$ cat config.mk
export PLATFORM = sky130hd
export DESIGN_NAME = send_unit
export DESIGN_NICKNAME = d
export VERILOG_FILES = /design/src/rtl/send_unit.sv
export SDC_FILE = /design/constraint.sdc
export NUM_CORES = 1
export LEC_CHECK = 0
export CORE_UTILIZATION = 50
export CTS_CLUSTER_DIAMETER = 30
export DETAILED_ROUTE_END_ITERATION = 10
export GPL_TIMING_DRIVEN = 1
export PLACE_DENSITY = 0.66
export SYNTH_ARGS = -nofsm -noshare
export SYNTH_HDL_FRONTEND = slang
export SYNTH_SLANG_ARGS = --single-unit
$ cat constraint.sdc
create_clock -name clock -period 5.95 [get_ports clock]
set_clock_uncertainty 0.1 [all_clocks]
set_input_delay 1.785 -clock clock [delete_from_list [all_inputs] [get_ports clock]]
set_output_delay 1.785 -clock clock [all_outputs]
set_load 0.005 [all_outputs]
$ cat src/rtl/send_unit.sv
// send_unit: takes one decoded send instruction, then streams words from a local
// 8-entry register file to the selected PE over a backpressured ready/valid port.
//
// Ports
//   clock, reset           : clock, asynchronous active-low reset
//   io_inst_*              : instruction handshake (dest_pe, reg_start_addr, data_length)
//   io_rf_wen/waddr/wdata  : register-file write port, usable in any state
//   io_out_valid/ready     : output beat handshake
//   io_out_data            : beat payload (registered)
//   io_out_pe_sel          : one-hot destination, zero while no beat is valid
//   io_out_last            : marks the final beat of an instruction
//   io_busy                : high while a stream is in progress
//
// Optional feature (macro SENDU_OUT_PARITY_EN): adds io_out_parity, the even
// parity (XOR reduction) of io_out_data, registered together with the data.
module send_unit #(
  parameter int DATA_W = 16,
  parameter int NUM_PE = 4
) (
  input  logic              clock,
  input  logic              reset,
  input  logic              io_inst_valid,
  output logic              io_inst_ready,
  input  logic [1:0]        io_inst_dest_pe,
  input  logic [2:0]        io_inst_reg_start_addr,
  input  logic [2:0]        io_inst_data_length,
  input  logic              io_rf_wen,
  input  logic [2:0]        io_rf_waddr,
  input  logic [DATA_W-1:0] io_rf_wdata,
  output logic              io_out_valid,
  input  logic              io_out_ready,
  output logic [DATA_W-1:0] io_out_data,
  output logic [NUM_PE-1:0] io_out_pe_sel,
  output logic              io_out_last,
  output logic              io_busy
`ifdef SENDU_OUT_PARITY_EN
  ,
  output logic              io_out_parity
`endif
);

  localparam logic [0:0] S_IDLE = 1'b0;
  localparam logic [0:0] S_SEND = 1'b1;

  logic [0:0]                  state_q, state_d;
  logic [1:0]                  pe_q, pe_d;
  logic [2:0]                  addr_q, addr_d;
  logic [2:0]                  rem_q, rem_d;
  logic [DATA_W-1:0]           data_q, data_d;
  logic [7:0][DATA_W-1:0]      rf_q, rf_d;
  logic [2:0]                  nxt_addr;
  logic [NUM_PE-1:0]           pe_one;

  // 3-bit add wraps naturally, giving the mod-8 address walk
  assign nxt_addr = addr_q + 3'd1;
  assign pe_one   = {{(NUM_PE-1){1'b0}}, 1'b1};

  always_comb begin
    state_d = state_q;
    pe_d    = pe_q;
    addr_d  = addr_q;
    rem_d   = rem_q;
    data_d  = data_q;
    rf_d    = rf_q;

    if (io_rf_wen) rf_d[io_rf_waddr] = io_rf_wdata;

    // Loads read rf_q, so a write landing in the same cycle is not seen
    // by that load; the old word goes out and later loads get the new one.
    case (state_q)
      S_IDLE: begin
        if (io_inst_valid && io_inst_data_length != 3'd0) begin
          pe_d    = io_inst_dest_pe;
          addr_d  = io_inst_reg_start_addr;
          rem_d   = io_inst_data_length;
          data_d  = rf_q[io_inst_reg_start_addr];
          state_d = S_SEND;
        end
      end
      default: begin
        if (io_out_ready) begin
          if (rem_q == 3'd1) begin
            rem_d   = 3'd0;
            state_d = S_IDLE;
          end else begin
            addr_d = nxt_addr;
            rem_d  = rem_q - 3'd1;
            data_d = rf_q[nxt_addr];
          end
        end
      end
    endcase
  end

  always_ff @(posedge clock or negedge reset) begin
    if (!reset) begin
      state_q <= S_IDLE;
      pe_q    <= '0;
      addr_q  <= '0;
      rem_q   <= '0;
      data_q  <= '0;
      rf_q    <= '0;
    end else begin
      state_q <= state_d;
      pe_q    <= pe_d;
      addr_q  <= addr_d;
      rem_q   <= rem_d;
      data_q  <= data_d;
      rf_q    <= rf_d;
    end
  end

`ifdef SENDU_OUT_PARITY_EN
  logic par_q, par_d;
  // follows data_d, so it only changes when a new word is loaded
  assign par_d = ^data_d;
  always_ff @(posedge clock or negedge reset) begin
    if (!reset) par_q <= 1'b0;
    else        par_q <= par_d;
  end
  assign io_out_parity = par_q;
`endif

  // The beat is valid for the whole SEND state; all of these are decoded
  // from flops so they stay stable while the consumer stalls.
  assign io_inst_ready = (state_q == S_IDLE);
  assign io_busy       = (state_q == S_SEND);
  assign io_out_valid  = (state_q == S_SEND);
  assign io_out_data   = data_q;
  assign io_out_last   = io_out_valid && (rem_q == 3'd1);
  assign io_out_pe_sel = io_out_valid ? (pe_one << pe_q) : '0;

endmodule

==> results.cfg <==
[sta]
setup_viol = 0
period_share = 0.657
fin_hold_ws_ns = 0.420
fin_setup_tns_ns = 0
slew_headroom = 0.243
finalCriticalPeriod_ns = 3.91
fmax_ghz = 0.256
maxSlewViolCount = 0
max_slew.worst_pin.slew_ns = 1.13
rsz0062_at_grt = false
finalHoldViolCount = 0

[synthesis]
synth-simple-area-share = 0.0567
synth_edf_count = 0
synthAdderAreaFrac = 0.00464
synth_top_cell_by_area = dfrtp_1
synth_cell_type_count = 49
avgSynthCellArea_um2 = 13.9
synth_top_area_frac = 0.473
synth-xor-area-share = 0.00108
synth_top_family_by_area = multiplexers
yosys-top-cells-count = dfrtp_1, mux2_2, mux2i_1
synth_async_sr_flop_share = 1.00
syn_nets = 616
synth_flop_cell = dfrtp_1
synth-compound-area-share = 0.0626
syn_area_um2 = 8090
yosysSeqAreaShare = 0.473
yosysWarnings = 0
muxShareOfSynthArea = 0.354
synth-seq-cells = 153
synth_most_common_cell = dfrtp_1
syn_inst = 581
synth.top_cells.by_area = dfrtp_1, mux2_2, mux4_2

[status]
outcome = complete, no violations

[floorplanning]
dieArea_um2 = 16700
core-area_um2 = 15800
pin_count = 56
die_w_um = 129
initial_core_util = 0.511
rows = 46
die_h_um = 129

[placement]
port_buffers = 55
gp_congestion = 0.719
dp_hpwl_um = 10900

[cts]
clockBufferDepth = 2
clockRootBuffer = clkbuf_16
cts_made_buffers = 17
cts_setup_buffers = 0
clk_pin_slew_worst_paths_ns = 0.07
ctsHoldBuffers = 0
cts_resized = 0
cts_tree = built
h-tree-depth = 4
cts.sinks = 153
worstSkewPairLatency_ns = 0.43

[worst_setup_path]
reg2reg_from = addr_q[1]
crit_path_end_kind = primary output
cp_max_fo = 4
worstSetupPathType = reg2out
cp-startpoint = rem_q[1]
crit_required_ns = 4.07
cp_data_arrival_time_ns = 2.03
cp-start-kind = register

[pwr]
p_clk_frac = 0.264
p_switching_mw = 1.45
p_comb_frac = 0.396
power.density_nw_per_um2 = 483
leakage_nw = 3.90
p_sw_frac = 0.324
internal_power_mw = 3.03
p_seq_frac = 0.340
irDropWorstVdd_mv = 0.296

[final_layout]
insertedDiodeCount = 0
fin_nets = 658
nFillCells = 1246
area_growth_pct = 14.5
regArea_um2 = 3830
drive_gt1_frac = 0.349
multiInputGateArea_um2 = 3880

[detailed_routing]
wl_per_cell_um = 22.1
routed_via_density = 6.10
drtIter0Drc = 273
drt-pass1-iter-count = 4
wl_um = 18900
drc = 0
final_antenna_net_count = 0
via_count = 5194

[grt]
grt_pass1_vias = 5427
grt-ovfl-total = 0
grt_max_degree = 75
antenna_found_initial = 1
track_usage = 0.247
grt_pass1_wl_um = 30200

[min_path]
min_from = rf_q[14]
hold_class = reg2reg

[job]
maxCapViolCount = 0
==> logic make-up (layout without fill, tap and decap cells) <==
| family | count (synthesis) | after routing |
|---|---|---|
| AOI/OAI and AO/OA | 73 | 73 |
| adders and majority gates | 3 | 3 |
| and+or+nand+nor | 75 | 75 |
| xor gates and xnor gates | 1 | 1 |
| DFF | 153 | 153 |
| buffers and inverters | 47 | 102 |
| muxes | 229 | 229 |
==> layer usage <==
| layer | track usage | up-vias | part of all wire |
|---|---|---|---|
| met5 | 0 | - | 0.00069 |
| met4 | 0.0900 | 2 | 0.019 |
| met3 | 0.0392 | 29 | 0.038 |
| met2 | 0.414 | 132 | 0.50 |
| met1 | 0.325 | 2727 | 0.45 |
| li1 | - | 2304 | - |
==> power groups by stage <==
stage                     sequential [mW]  clock [mW]  combinational, mW
after global routing                 1.56        1.25               1.94
after global placement               1.52           0               1.76
after detailed placement             1.54           0               1.78
after floorplan                      1.49           0               1.40
after CTS                            1.52        1.20               1.79
final                                1.53        1.18               1.77
==> per-stage QoR <==
stage / utilization / area, µm² / worst slack, ns / total power [mW] / instances
after floorplan: - / 8090 / 2.77 / 2.89 / 581
after CTS: 0.586 / 9270 / 2.03 / 4.51 / 852
final: 0.586 / 9270 / 2.04 / 4.48 / 852
after global routing: 0.586 / 9270 / 1.95 / 4.75 / 852
after global placement: 0.545 / 8630 / 1.86 / 3.27 / 820
after detailed placement: 0.545 / 8630 / 1.76 / 3.33 / 820
==> critical path, stage by stage, from the launching register on <==
cell and delay, ns:
dfrtp_1 0.35, inv_1 0.10, ha_1 0.18, nor2b_1 0.31, and2_1 0.17, clkdlybuf4s50_1 0.49
==> cell usage in the layout (no fill, tap or decap), drive strengths merged, types with 3 or more instances in the layout <==
cell           netlist  layout
nand3               12      12
nor3                 7       7
inv                  3       4
o22ai               32      32
mux2i               66      66
bufinv               0       5
ha                   3       3
nand2                8       8
a21oi                6       6
nor3b                3       3
nand4b               3       3
mux4                32      32
a31oi               16      16
clkinv               0       5
clkbuf               9      19
buf                 35      14
a211oi              13      13
clkdlybuf4s50        0      53
nor2                24      24
mux2               131     131
dfrtp              153     153
and3                 5       5
==> sequential cells by signal, summed over array words and instances, names as in the netlist <==
| register | count |
|---|---|
| addr_q | 3 |
| io_busy | 1 |
| io_out_data | 16 |
| pe_q | 2 |
| rem_q | 3 |
| rf_q | 128 |
==> final cells by class <==
type / count / area share
clock buffer: 19 / 0.0478
clock inverter: 13 / 0.0215
inverter: 3 / 0.00121
multi-input combinational: 381 / 0.418
sequential: 153 / 0.413
tap: 216 / 0.0292
timing repair buffer: 67 / 0.0690
==> worst paths after layout <==
path	endpoint	slack, ns	cells after the start
max in group asynchronous	rf_q[53]	3.42	2
setup reg to reg	io_out_data[8]	3.03	5
setup / recovery	io_out_last	2.04	5
hold / removal	rf_q[14]	0.42	1
hold reg to reg	rf_q[14]	0.42	1
min in group asynchronous	io_out_data[1]	1.28	1
No activity file was read; power rests on OpenSTA's default activity.
